### src/rtl/mac_array_engine.sv
// Multi-lane signed MAC engine: NUM_PE lanes reduced per beat, accumulated over cfg_len beats,
// then shifted, optionally rectified and saturated into a valid/ready result stream.
module mac_array_engine #(
  parameter int NUM_PE = 4,
  parameter int ACC_W  = 24,
  parameter int OUT_W  = 8,
  parameter int LEN_W  = 10,
  parameter int CNT_W  = 10
) (
  input  logic                  clk,
  input  logic                  rst,
  input  logic                  start,
  input  logic [1:0]            cfg_mode,
  input  logic [LEN_W-1:0]      cfg_len,
  input  logic [CNT_W-1:0]      cfg_num_out,
  input  logic [4:0]            cfg_shift,
  input  logic                  in_valid,
  output logic                  in_ready,
  input  logic [NUM_PE*8-1:0]   in_act,
  input  logic [NUM_PE*8-1:0]   in_wgt,
  output logic                  out_valid,
  input  logic                  out_ready,
  output logic [OUT_W-1:0]      out_data,
  output logic                  busy,
  output logic                  done,
  output logic                  err
);

  // 9b x 8b products are 17b; one extra bit per doubling of lanes, plus margin.
  localparam int SUM_W = 17 + $clog2(NUM_PE) + 1;

  typedef enum logic [1:0] {S_IDLE, S_ACCUM, S_FLUSH, S_OUT} state_t;

  state_t                   state_q, state_d;
  logic [1:0]               mode_q, mode_d;
  logic [LEN_W-1:0]         len_q, len_d, beat_cnt_q, beat_cnt_d;
  logic [CNT_W-1:0]         num_q, num_d, out_cnt_q, out_cnt_d;
  logic [4:0]               shift_q, shift_d;
  logic                     flush_q, flush_d;
  logic                     out_valid_q, out_valid_d;
  logic [OUT_W-1:0]         out_data_q, out_data_d;
  logic                     done_q, done_d, err_q, err_d;
  logic                     acc_clr, accept;

  logic signed [SUM_W-1:0]  prod [NUM_PE];
  logic signed [SUM_W-1:0]  lane_sum, s1_sum_q;
  logic                     s1_vld_q;
  logic signed [ACC_W-1:0]  acc_q, acc_d, shifted;
  logic                     sat_q, sat_d;
  logic signed [ACC_W:0]    acc_sum;
  logic [ACC_W-OUT_W:0]     hi_bits;
  logic [OUT_W-1:0]         result;

  assign accept = in_valid && in_ready;

  // Activation sign-extends only in FCN modes (mode bit 1); weights are always signed.
  for (genvar gi = 0; gi < NUM_PE; gi++) begin : g_lane
    logic signed [SUM_W-1:0] act_x, wgt_x;
    assign act_x    = {{(SUM_W-8){mode_q[1] & in_act[8*gi+7]}}, in_act[8*gi +: 8]};
    assign wgt_x    = {{(SUM_W-8){in_wgt[8*gi+7]}}, in_wgt[8*gi +: 8]};
    assign prod[gi] = act_x * wgt_x;
  end

  always_comb begin
    lane_sum = '0;
    for (int i = 0; i < NUM_PE; i++) lane_sum = lane_sum + prod[i];
  end

  // Once the accumulator clips it stays clipped until the next result starts.
  always_comb begin
    acc_sum = {acc_q[ACC_W-1], acc_q} + {{(ACC_W+1-SUM_W){s1_sum_q[SUM_W-1]}}, s1_sum_q};
    acc_d   = acc_q;
    sat_d   = sat_q;
    if (acc_clr) begin
      acc_d = '0;
      sat_d = 1'b0;
    end else if (s1_vld_q && !sat_q) begin
      if (acc_sum[ACC_W] != acc_sum[ACC_W-1]) begin
        acc_d = acc_sum[ACC_W] ? {1'b1, {(ACC_W-1){1'b0}}} : {1'b0, {(ACC_W-1){1'b1}}};
        sat_d = 1'b1;
      end else begin
        acc_d = acc_sum[ACC_W-1:0];
      end
    end
  end

  always_comb begin
    shifted = acc_q >>> shift_q;
    hi_bits = shifted[ACC_W-1:OUT_W-1];
    if (!mode_q[0] && shifted[ACC_W-1])
      result = '0;
    else if ((&hi_bits) || !(|hi_bits))
      result = shifted[OUT_W-1:0];
    else
      result = shifted[ACC_W-1] ? {1'b1, {(OUT_W-1){1'b0}}} : {1'b0, {(OUT_W-1){1'b1}}};
  end

  always_comb begin
    state_d     = state_q;
    mode_d      = mode_q;
    len_d       = len_q;
    num_d       = num_q;
    shift_d     = shift_q;
    beat_cnt_d  = beat_cnt_q;
    out_cnt_d   = out_cnt_q;
    flush_d     = flush_q;
    out_valid_d = out_valid_q;
    out_data_d  = out_data_q;
    done_d      = 1'b0;
    err_d       = start && (state_q != S_IDLE);
    acc_clr     = 1'b0;
    unique case (state_q)
      S_IDLE: if (start) begin
        mode_d     = cfg_mode;
        len_d      = (cfg_len == '0) ? LEN_W'(1) : cfg_len;
        num_d      = (cfg_num_out == '0) ? CNT_W'(1) : cfg_num_out;
        shift_d    = cfg_shift;
        beat_cnt_d = '0;
        out_cnt_d  = '0;
        acc_clr    = 1'b1;
        state_d    = S_ACCUM;
      end
      S_ACCUM: if (accept) begin
        if (beat_cnt_q == len_q - LEN_W'(1)) begin
          flush_d = 1'b0;
          state_d = S_FLUSH;
        end else begin
          beat_cnt_d = beat_cnt_q + LEN_W'(1);
        end
      end
      // First FLUSH cycle lets S1 feed the accumulator; the second sees the final sum.
      S_FLUSH: begin
        if (!flush_q) begin
          flush_d = 1'b1;
        end else begin
          out_data_d  = result;
          out_valid_d = 1'b1;
          state_d     = S_OUT;
        end
      end
      S_OUT: if (out_ready) begin
        out_valid_d = 1'b0;
        if (out_cnt_q == num_q - CNT_W'(1)) begin
          done_d  = 1'b1;
          state_d = S_IDLE;
        end else begin
          out_cnt_d  = out_cnt_q + CNT_W'(1);
          beat_cnt_d = '0;
          acc_clr    = 1'b1;
          state_d    = S_ACCUM;
        end
      end
      default: state_d = S_IDLE;
    endcase
  end

  always_ff @(posedge clk or posedge rst) begin
    if (rst) begin
      state_q     <= S_IDLE;
      mode_q      <= '0;
      len_q       <= '0;
      num_q       <= '0;
      shift_q     <= '0;
      beat_cnt_q  <= '0;
      out_cnt_q   <= '0;
      flush_q     <= 1'b0;
      out_valid_q <= 1'b0;
      out_data_q  <= '0;
      done_q      <= 1'b0;
      err_q       <= 1'b0;
      s1_sum_q    <= '0;
      s1_vld_q    <= 1'b0;
      acc_q       <= '0;
      sat_q       <= 1'b0;
    end else begin
      state_q     <= state_d;
      mode_q      <= mode_d;
      len_q       <= len_d;
      num_q       <= num_d;
      shift_q     <= shift_d;
      beat_cnt_q  <= beat_cnt_d;
      out_cnt_q   <= out_cnt_d;
      flush_q     <= flush_d;
      out_valid_q <= out_valid_d;
      out_data_q  <= out_data_d;
      done_q      <= done_d;
      err_q       <= err_d;
      s1_vld_q    <= accept;
      if (accept) s1_sum_q <= lane_sum;
      acc_q       <= acc_d;
      sat_q       <= sat_d;
    end
  end

  assign in_ready  = (state_q == S_ACCUM);
  assign busy      = (state_q != S_IDLE);
  assign out_valid = out_valid_q;
  assign out_data  = out_data_q;
  assign done      = done_q;
  assign err       = err_q;

endmodule
### config.mk
export PLATFORM = sky130hd
export DESIGN_NAME = mac_array_engine
export DESIGN_NICKNAME = d
export VERILOG_FILES = /design/src/rtl/mac_array_engine.sv
export SDC_FILE = /design/constraint.sdc
export NUM_CORES = 1
export LEC_CHECK = 0
export ABC_AREA = 0
export CORE_MARGIN = 3
export CORE_UTILIZATION = 65
export CTS_BUF_LIST = sky130_fd_sc_hd__clkbuf_4 sky130_fd_sc_hd__clkbuf_8 sky130_fd_sc_hd__clkbuf_16
export CTS_CLUSTER_DIAMETER = 40
export CTS_CLUSTER_SIZE = 20
export DETAILED_ROUTE_END_ITERATION = 16
export DONT_BUFFER_PORTS = 1
export GPL_TIMING_DRIVEN = 1
export PLACE_DENSITY = 0.87
export SYNTH_ARGS = -nofsm -noshare
export SYNTH_HDL_FRONTEND = slang
export SYNTH_SLANG_ARGS = --single-unit
### constraint.sdc
create_clock -name clk -period 8 [get_ports clk]
set_clock_uncertainty 0.05 [all_clocks]
set_input_delay 1.6 -clock clk [delete_from_list [all_inputs] [get_ports clk]]
set_output_delay 1.6 -clock clk [all_outputs]
set_load 0.01 [all_outputs]
==> results of run 1 <==
repair_timing:
| item | 4_1_cts | 5_1_grt |
|---|---|---|
| endpoints found under the setup margin | 0 | 4 |
| endpoints found under the hold margin | 0 | 0 |
| hold buffers | 0 | 0 |
| resized for setup | 0 | 7 |
| setup buffers | 0 | 0 |
routing by layer:
metal	global-route usage, %	vias to the layer above	part of all wire (%)
met5	0	-	0.026
met4	10.4	2	3.9
met3	4.55	133	5.3
met2	52.4	476	52
met1	35.9	7327	39
li1	-	6652	-
how the worst min path moves through the flow:
stage | from | end | slack [ns] | cells past startpoint
after detailed placement | s1_sum_q[12]$_DFFE_PP0P_ | s1_sum_q[12]$_DFFE_PP0P_ | 0.43 | 2
after global routing | s1_sum_q[12]$_DFFE_PP0P_ | s1_sum_q[12]$_DFFE_PP0P_ | 0.46 | 2
after CTS | s1_sum_q[15]$_DFFE_PP0P_ | s1_sum_q[15]$_DFFE_PP0P_ | 0.44 | 2
after global placement | sat_q$_DFFE_PP0P_ | sat_q$_DFFE_PP0P_ | 0.42 | 2
final | s1_sum_q[13]$_DFFE_PP0P_ | s1_sum_q[13]$_DFFE_PP0P_ | 0.44 | 2
after floorplan | sat_q$_DFFE_PP0P_ | sat_q$_DFFE_PP0P_ | 0.40 | 2
registers in the layout (all words and copies together) (netlist names), 2 cells and up:
signal / flops
acc_q: 24
beat_cnt_q: 10
len_q: 10
mode_q: 2
num_q: 10
out_cnt_q: 10
out_data: 8
s1_sum_q: 20
shift_q: 5
state_q: 2
final cells by class:
type                            instances  area [um2]
Sequential cell                       107        2680
Antenna cell                            1        2.50
Inverter                              446        1680
Clock buffer                            9         225
Multi-Input combinational cell       1505       15300
Fill cell                            2155        9090
Timing Repair Buffer                   42         315
Tap cell                              390         488
Clock inverter                          6         108
cell families (layout without fill, tap and decap cells):
logic type	after synthesis	count (layout)	share of synthesized area, %
xor gates and xnor gates	77	77	3.40
DFF	107	107	13.5
buffers and inverters	506	503	9.73
muxes	75	75	4.31
AOI/OAI and AO/OA	287	287	9.96
adders and majority gates	491	491	44.5
other	0	1	0
and+or+nand+nor	575	575	14.6
metrics by stage:
| step | util, % | worst slack, ns |
|---|---|---|
| after global placement | 68.3 | -0.156 |
| after floorplan | - | -0.0000249 |
| final | 69.6 | 0.124 |
| after detailed placement | 68.3 | -0.269 |
| after global routing | 69.6 | -0.0519 |
| after CTS | 69.4 | 0.0936 |
worst min-delay path, cell delays in order, from the launching register on:
cell,delay (ns)
dfrtp_1,0.35
nand2_1,0.05
o21ai_0,0.06
layout by cell type (no fill, tap or decap), drive strengths merged, types with 21 or more instances in the layout:
cell type,instances
buf,42
mux2i,27
o21ai,65
a211oi,21
nor2b,29
and2,140
nand2,203
o2bb2ai,23
xor2,22
mux2,44
inv,446
nand2b,21
dfrtp,107
a21oi,60
nor2,93
ha,132
xnor2,55
fa,359
==> impl_metrics.env, run 1 <==
export IMPL_status="finished clean"
export IMPL_grt_usage_pct=29.2
export IMPL_synth_cell_type_count=82
export IMPL_first_pass_iters=5
export IMPL_r2r_slack_ns=0.64
export IMPL_cp_depth=25
export IMPL_core_area_um2=29900
export IMPL_timing_setup_tns_ns=0
export IMPL_final_layout_size_suffix_gt1_share_pct=6.57
export IMPL_critPathLaunchType="input pin"
export IMPL_synthArstFlopShare_pct=100
export IMPL_start_util_pct=66.4
export IMPL_r2r_start="mode_q[1]$_DFFE_PP0P_"
export IMPL_die_w_um=181
export IMPL_die_area_um2=32700
export IMPL_required_ns=8.18
export IMPL_relSlewSlack_pct=25.4
export IMPL_timing_fmax_ghz=0.127
export IMPL_maxCapViolCount=0
export IMPL_cts_tree="done"
export IMPL_endpoint="s1_sum_q[16]$_DFFE_PP0P_"
export IMPL_fin_area_um2=20800
export IMPL_synth_edf_count=0
export IMPL_cts_max_path_buffers=2
export IMPL_synth_common_cells="443 x inv_1, 359 x fa_1, 203 x nand2_1"
export IMPL_hold_ws_ns=0.442
export IMPL_seq_area_frac_synth_pct=13.5
export IMPL_rsz0062_at_grt="yes"
export IMPL_grt_max_degree=58
export IMPL_r2r_end="s1_sum_q[19]$_DFFE_PP0P_"
export IMPL_viasPerCell=5.82
export IMPL_syn_nets=2705
export IMPL_grt_pass1_wl_um=77800
export IMPL_hold_path_class="reg2reg"
export IMPL_synth_seq_cells=107
export IMPL_cp_top_family="adder cells"
export IMPL_fp_dieH_um=181
export IMPL_route_detailed_drc=0
export IMPL_tightest_slew_ns=1.12
export IMPL_rows=63
export IMPL_dp_cells=2489
export IMPL_grt_pass1_vias=15900
export IMPL_critPathLaunch="in_wgt[24]"
export IMPL_layout_nets=2698
export IMPL_synth_top_cell_area_share_pct=36.2
export IMPL_numCtsBuffers=9
export IMPL_clock_latency_ns=0.36
export IMPL_syn_area_per_cell_um2=9.37
export IMPL_gp_congestion=0.929
export IMPL_drv_slew=0
export IMPL_crit_arrival_ns=8.05
export IMPL_crit_path_end_kind="register"
export IMPL_synth_main_ff_cell="dfrtp_1"
export IMPL_dpl_instance_area_um2=20400
export IMPL_worst_path_largest_cell_delay_ns=0.55
export IMPL_grt_overflow=0
export IMPL_hpwl_um=40600
export IMPL_vias=14600
export IMPL_setup_violations=0
export IMPL_crit_top_cell="fa_1"
export IMPL_clkTransAtPathRegs_ns=0.07
export IMPL_htreeDepth=3
export IMPL_netlist_area_um2=19900
export IMPL_detail_route_antenna_nets=0
export IMPL_period_minus_slack_ns=7.88
export IMPL_wl_per_cell_um=18.7
export IMPL_hold_violations=0
export IMPL_finalNonFillerCells=2506
export IMPL_period_share_pct=98.5
export IMPL_reg2reg_depth=21
export IMPL_worst_path_buf_inv=6
export IMPL_synth_area_top_cells="fa_1 36%, dfrtp_1 13%, inv_1 8.4%"
export IMPL_path_max_fanout=9
export IMPL_yosysMostFrequentCell="inv_1"
export IMPL_postSynthCellCount=2118
export IMPL_synth_top_area_cell="fa_1"
export IMPL_ioPinCount=109
export IMPL_drtIter0Drc=962
export IMPL_cts_num_sinks=107
export IMPL_grt_antenna_before_repair=2
export IMPL_cts_root_buf="clkbuf_16"
export IMPL_area_growth_syn_to_layout_pct=4.70
export IMPL_wl_um=46800
export IMPL_port_buffers=0
export IMPL_synth_warnings=0
export IMPL_slowest_stage="fa_1"
export IMPL_worstSetupPathType="in2reg"
Power of run 1 is left out: the tool's default activity adds up to more than one toggle a clock period on the data nets, which glitch-free logic cannot reach.
==> run 2, diff against run 1 <==
--- a/config.mk
+++ b/config.mk
@@ -9,7 +9,6 @@
 export CORE_MARGIN = 3
 export CORE_UTILIZATION = 65
 export CTS_BUF_LIST = sky130_fd_sc_hd__clkbuf_4 sky130_fd_sc_hd__clkbuf_8 sky130_fd_sc_hd__clkbuf_16
-export CTS_CLUSTER_DIAMETER = 40
 export CTS_CLUSTER_SIZE = 20
 export DETAILED_ROUTE_END_ITERATION = 16
 export DONT_BUFFER_PORTS = 1
@@ -18,3 +17,4 @@
 export SYNTH_ARGS = -nofsm -noshare
 export SYNTH_HDL_FRONTEND = slang
 export SYNTH_SLANG_ARGS = --single-unit
+export TNS_END_PERCENT = 100
==> constraint.sdc (replaced) <==
create_clock -name clk -period 8.2 [get_ports clk]
set_clock_uncertainty 0.05 [all_clocks]
set_input_delay 1.64 -clock clk [delete_from_list [all_inputs] [get_ports clk]]
set_output_delay 1.64 -clock clk [all_outputs]
set_load 0.01 [all_outputs]
==> run 2 against run 1 <==
Global-route usage hardly changed. Sequential share of layout area rose by 0.083 points. Register-to-register slack gained 0.08 ns. Routed wire length fell by 0.63%. Count of clock-buffer cells in the layout grew 1. Critical endpoint is now s1_sum_q[19]$_DFFE_PP0P_. Final cell count shrank 0.56%. First-iteration DRC count increased by 0.73%.
==> impl_metrics.env, run 2 (same netlist as run 1, synthesis figures left out) <==
export IMPL_layout_commonest_cell="inv_1"
export IMPL_grt_overflow=0
export IMPL_reg2reg_depth=23
export IMPL_crit_arrival_ns=8.17
export IMPL_route_detailed_drc=0
export IMPL_hpwl_um=40000
export IMPL_ioPinCount=109
export IMPL_cts_max_path_buffers=2
export IMPL_layout_nets=2684
export IMPL_dp_cells=2476
export IMPL_reg_top3="acc_q: 24 flops, s1_sum_q: 20 flops"
export IMPL_maxCapViolCount=0
export IMPL_fp_dieH_um=181
export IMPL_critPathLaunch="in_wgt[24]"
export IMPL_setup_violations=0
export IMPL_numCtsBuffers=9
export IMPL_fin_area_um2=20700
export IMPL_rows=63
export IMPL_start_util_pct=66.4
export IMPL_crit_path_end_kind="register"
export IMPL_grt_pass1_vias=15800
export IMPL_dpl_instance_area_um2=20300
export IMPL_status="finished clean"
export IMPL_fillCellCount=2166
export IMPL_period_share_pct=97.4
export IMPL_hold_path_class="reg2reg"
export IMPL_tightest_slew_ns=1.10
export IMPL_grt_max_degree=90
export IMPL_htreeDepth=3
export IMPL_hp_start="s1_sum_q[14]$_DFFE_PP0P_"
export IMPL_core_area_um2=29900
export IMPL_required_ns=8.39
export IMPL_grt_antenna_before_repair=0
export IMPL_gp_congestion=0.928
export IMPL_grt_pass1_wl_um=77300
export IMPL_die_area_um2=32700
export IMPL_first_pass_iters=5
export IMPL_cts_num_sinks=107
export IMPL_grt_usage_pct=29.2
export IMPL_drtIter0Drc=969
export IMPL_hold_violations=0
export IMPL_most_common_layout_cells="442 x inv_1, 358 x fa_1, 203 x nand2_1"
export IMPL_path_max_fanout=9
export IMPL_finalNonFillerCells=2492
export IMPL_port_buffers=0
export IMPL_critPathLaunchType="input pin"
export IMPL_cts_root_buf="clkbuf_16"
export IMPL_final_layout_size_suffix_gt1_share_pct=5.66
export IMPL_area_growth_syn_to_layout_pct=4.03
export IMPL_postCtsSetupBuffers=0
export IMPL_holdPathStages=2
export IMPL_relSlewSlack_pct=26.9
export IMPL_wl_per_cell_um=18.7
export IMPL_viasPerCell=5.83
export IMPL_wl_um=46500
export IMPL_die_w_um=181
export IMPL_vias=14500
export IMPL_antennaDiodeCount=0
export IMPL_timing_fmax_ghz=0.125
export IMPL_period_minus_slack_ns=7.98
export IMPL_clkTransAtPathRegs_ns=0.07
export IMPL_worstSetupPathType="in2reg"
export IMPL_r2r_start="mode_q[1]$_DFFE_PP0P_"
export IMPL_largest_reg_flops=24
export IMPL_cts_tree="done"
export IMPL_largest_register="acc_q"
export IMPL_drv_slew=0
export IMPL_clock_latency_ns=0.36
export IMPL_detail_route_antenna_nets=0
-- run 2: cell types whose count changed in the layout (fill, tap and decap cells not counted), sizes merged --
cell      delta
buf         -14
bufinv       -1
clkinvlp     +2
inv          -1
clkbuf       +1
diode        -1
-- run 2: cell type report --
type	instances	area (um2)	share of cell area, %
multi-input cells	1505	15300	74.0
flip-flops and latches	107	2680	13.0
repair buffers	28	210	1.02
clock inverters	6	81.3	0.394
clock buffers	10	239	1.16
inverters	446	1680	8.12
well taps	390	488	2.36
-- run 2: what timing repair did --
item | in CTS | in global routing
resized for setup | 0 | 3
setup endpoints to repair | 0 | 3
hold buffers | 0 | 0
-- run 2: worst paths after layout --
kind / endpoint / slack (ns)
min in group asynchronous: out_data[0]$_DFFE_PP0P_ / 1.02
setup reg to reg: s1_sum_q[19]$_DFFE_PP0P_ / 0.72
max in group asynchronous: s1_sum_q[18]$_DFFE_PP0P_ / 5.74
setup / recovery: s1_sum_q[19]$_DFFE_PP0P_ / 0.22
hold reg to reg: s1_sum_q[14]$_DFFE_PP0P_ / 0.45
hold / removal: s1_sum_q[14]$_DFFE_PP0P_ / 0.45
-- run 2: routing by layer --
metal / routed length, um / up-vias / part of all wire, % / global-route usage (%)
met5: 0 / - / 0 / 0
met4: 1580 / 0 / 3.4 / 9.43
met3: 2320 / 124 / 5.0 / 4.29
met2: 24400 / 455 / 52 / 53.4
met1: 18200 / 7321 / 39 / 35.6
li1: - / 6640 / - / -
-- run 2: critical path, cell delays in order --
cell	delay, ns
and2_1	0.15
fa_1	0.48
ha_1	0.33
inv_1	0.07
fa_1	0.53
inv_1	0.05
fa_1	0.48
fa_1	0.55
inv_1	0.05
fa_1	0.45
fa_1	0.50
inv_1	0.05
fa_1	0.48
fa_2	0.37
a21o_1	0.21
a21oi_2	0.17
o21bai_1	0.11
a2111o_1	0.42
a311oi_2	0.34
buf_4	0.19
o21ai_0	0.10
a31oi_1	0.21
xnor2_1	0.13
o21ai_0	0.08
-- run 2: stage by stage --
stage	setup TNS, ns	util, %	setup WS, ns	hold WS [ns]
2_1_floorplan	0	-	0.0103	0.400
3_3_place_gp	-0.0271	68.0	-0.0271	0.414
3_5_place_dp	-0.520	68.0	-0.213	0.433
4_1_cts	0	69.0	0.177	0.450
5_1_grt	-0.0973	69.1	-0.0483	0.469
6_report	0	69.1	0.217	0.446
Power of run 2 is left out for the same reason.
==> run 3, diff against run 2 <==
--- a/config.mk
+++ b/config.mk
@@ -6,14 +6,13 @@
 export NUM_CORES = 1
 export LEC_CHECK = 0
 export ABC_AREA = 0
-export CORE_MARGIN = 3
 export CORE_UTILIZATION = 65
 export CTS_BUF_LIST = sky130_fd_sc_hd__clkbuf_4 sky130_fd_sc_hd__clkbuf_8 sky130_fd_sc_hd__clkbuf_16
 export CTS_CLUSTER_SIZE = 20
 export DETAILED_ROUTE_END_ITERATION = 16
 export DONT_BUFFER_PORTS = 1
 export GPL_TIMING_DRIVEN = 1
-export PLACE_DENSITY = 0.87
+export PLACE_DENSITY = 0.81
 export SYNTH_ARGS = -nofsm -noshare
 export SYNTH_HDL_FRONTEND = slang
 export SYNTH_SLANG_ARGS = --single-unit
==> run 3 against run 2 <==
Sequential share of layout area about the same. Non-clock buffer count up 1. Die area down 4.4%. Critical endpoint is now s1_sum_q[18]$_DFFE_PP0P_. Worst setup slack better by 0.061 ns. Via count down 2.3%. Fmax up 0.76%.
==> impl_metrics.env, run 3 (same netlist as run 1, synthesis figures left out) <==
export IMPL_clkTransAtPathRegs_ns=0.07
export IMPL_vias=14200
export IMPL_start_util_pct=66.4
export IMPL_setup_violations=0
export IMPL_worst_path_buf_inv=6
export IMPL_hold_path_class="reg2reg"
export IMPL_final_layout_size_suffix_gt1_share_pct=5.61
export IMPL_grt_antenna_before_repair=1
export IMPL_worstSetupPathType="in2reg"
export IMPL_most_common_layout_cells="442 x inv_1, 358 x fa_1, 203 x nand2_1"
export IMPL_layout_nets=2685
export IMPL_tightest_slew_ns=1.09
export IMPL_crit_path_end_kind="register"
export IMPL_crit_top_cell="fa_1"
export IMPL_route_detailed_drc=0
export IMPL_met2_length_um=23200
export IMPL_cp_cell_sequence="and2_1 -> fa_1 -> ha_1 -> inv_1 -> fa_1 -> inv_1 -> fa_1 -> fa_1 -> inv_1 -> fa_1 -> fa_1 -> inv_1 -> fa_1 -> ha_1 -> a21o_1 -> a21oi_1 -> nor2b_1 -> o21a_1 -> o41ai_1 -> buf_4 -> o21ai_0 -> buf_4 -> o41ai_1 -> o211ai_1"
export IMPL_grt_pass1_wl_um=74500
export IMPL_slowest_stage="fa_1"
export IMPL_rows=63
export IMPL_htreeDepth=3
export IMPL_grt_max_degree=75
export IMPL_die_area_um2=31200
export IMPL_cts_tree="done"
export IMPL_gp_congestion=0.929
export IMPL_postCtsSetupBuffers=0
export IMPL_grt_usage_pct=30.4
export IMPL_antennaDiodeCount=0
export IMPL_wl_um=44600
export IMPL_grt_pass1_vias=15400
export IMPL_required_ns=8.37
export IMPL_wl_per_cell_um=17.9
export IMPL_maxCapViolCount=0
export IMPL_cts_max_path_buffers=2
export IMPL_critPathLaunchType="input pin"
export IMPL_largest_register="acc_q"
export IMPL_cts_root_buf="clkbuf_16"
export IMPL_detail_route_antenna_nets=0
export IMPL_clock_latency_ns=0.36
export IMPL_rsz0062_at_grt="no"
export IMPL_wl_met1_um=17600
export IMPL_viasPerCell=5.70
export IMPL_port_buffers=0
export IMPL_path_max_fanout=9
export IMPL_layout_commonest_cell="inv_1"
export IMPL_relSlewSlack_pct=27.5
export IMPL_worst_path_largest_cell_delay_ns=0.54
export IMPL_ioPinCount=109
export IMPL_hpwl_um=39100
export IMPL_drtIter0Drc=720
export IMPL_crit_arrival_ns=8.09
export IMPL_reg_top3="acc_q: 24 flops, s1_sum_q: 20 flops"
export IMPL_drv_slew=0
export IMPL_hold_ws_ns=0.438
export IMPL_period_share_pct=96.6
export IMPL_core_area_um2=29900
export IMPL_largest_reg_flops=24
export IMPL_timing_fmax_ghz=0.126
export IMPL_fp_dieH_um=177
export IMPL_hold_violations=0
export IMPL_die_w_um=177
export IMPL_area_growth_syn_to_layout_pct=4.08
export IMPL_numCtsBuffers=9
export IMPL_status="finished clean"
export IMPL_top_layer="met4"
export IMPL_met3_length_um=2320
export IMPL_grt_overflow=0
export IMPL_cts_hold_buf=0
export IMPL_cp_top_family="adder cells"
export IMPL_period_minus_slack_ns=7.92
export IMPL_first_pass_iters=5
export IMPL_cts_num_sinks=107
run 3: cell count changes in the layout (fill, tap and decap cells not counted), sizes merged:
cell / before / now
clkbuf: 10 / 9
clkinvlp: 2 / 1
clkinv: 4 / 5
bufinv: 1 / 2
buf: 28 / 29
run 3: cell type report:
cell class	instances	area [um2]
clock buffers	9	225
well taps	390	488
repair buffers	29	218
flip-flops and latches	107	2680
multi-input cells	1505	15300
inverters	446	1680
fillers	2196	9210
clock inverters	7	120
run 3: layer usage:
layer | vias to the layer above | GRT usage (%)
li1 | 6634 | -
met1 | 7069 | 36.1
met2 | 396 | 55.5
met3 | 100 | 4.60
met4 | 0 | 11.0
met5 | - | 0
run 3: path summary, 6_finish.rpt:
path,from,endpoint,slack [ns],cells past startpoint
max in group asynchronous,rst,beat_cnt_q[5]$_DFFE_PP0P_,5.73,2
min in group asynchronous,rst,num_q[9]$_DFFE_PP0P_,1.11,1
worst min register to register,sat_q$_DFFE_PP0P_,sat_q$_DFFE_PP0P_,0.44,2
worst max-delay path,in_wgt[24],s1_sum_q[18]$_DFFE_PP0P_,0.28,24
worst max register to register,mode_q[1]$_DFFE_PP0P_,s1_sum_q[18]$_DFFE_PP0P_,0.80,21
worst min-delay path,sat_q$_DFFE_PP0P_,sat_q$_DFFE_PP0P_,0.44,2
run 3: timing repair:
action / 4_1_cts / 5_1_grt
endpoints found under the setup margin: 0 / 3
gates resized for setup: 0 / 1
endpoints found under the hold margin: 0 / 0
run 3: worst reg2reg max path, stage by stage (launching register included):
cell,delay (ns)
dfrtp_1,0.77
and2_1,0.29
nand2_1,0.08
buf_4,0.14
fa_1,0.66
fa_1,0.50
fa_1,0.56
inv_1,0.06
fa_1,0.51
fa_1,0.58
fa_1,0.46
fa_1,0.51
inv_1,0.06
fa_1,0.48
inv_1,0.04
ha_1,0.31
and2_1,0.21
a21oi_1,0.15
o21ai_0,0.15
buf_4,0.18
o41ai_1,0.39
o211ai_1,0.15
run 3: per-stage QoR:
stage                     cell area, um2  setup slack (ns)  util (%)  cells  TNS (ns)
after floorplan                    19900            0.0103         -   2118         0
after global placement             20300          -0.00650      68.0   2477  -0.00650
after detailed placement           20300            -0.168      68.0   2477    -0.473
after CTS                          20700             0.226      69.2   2493         0
after global routing               20700           0.00774      69.2   2493         0
final                              20700             0.278      69.2   2493         0
Power of run 3 is left out for the same reason.
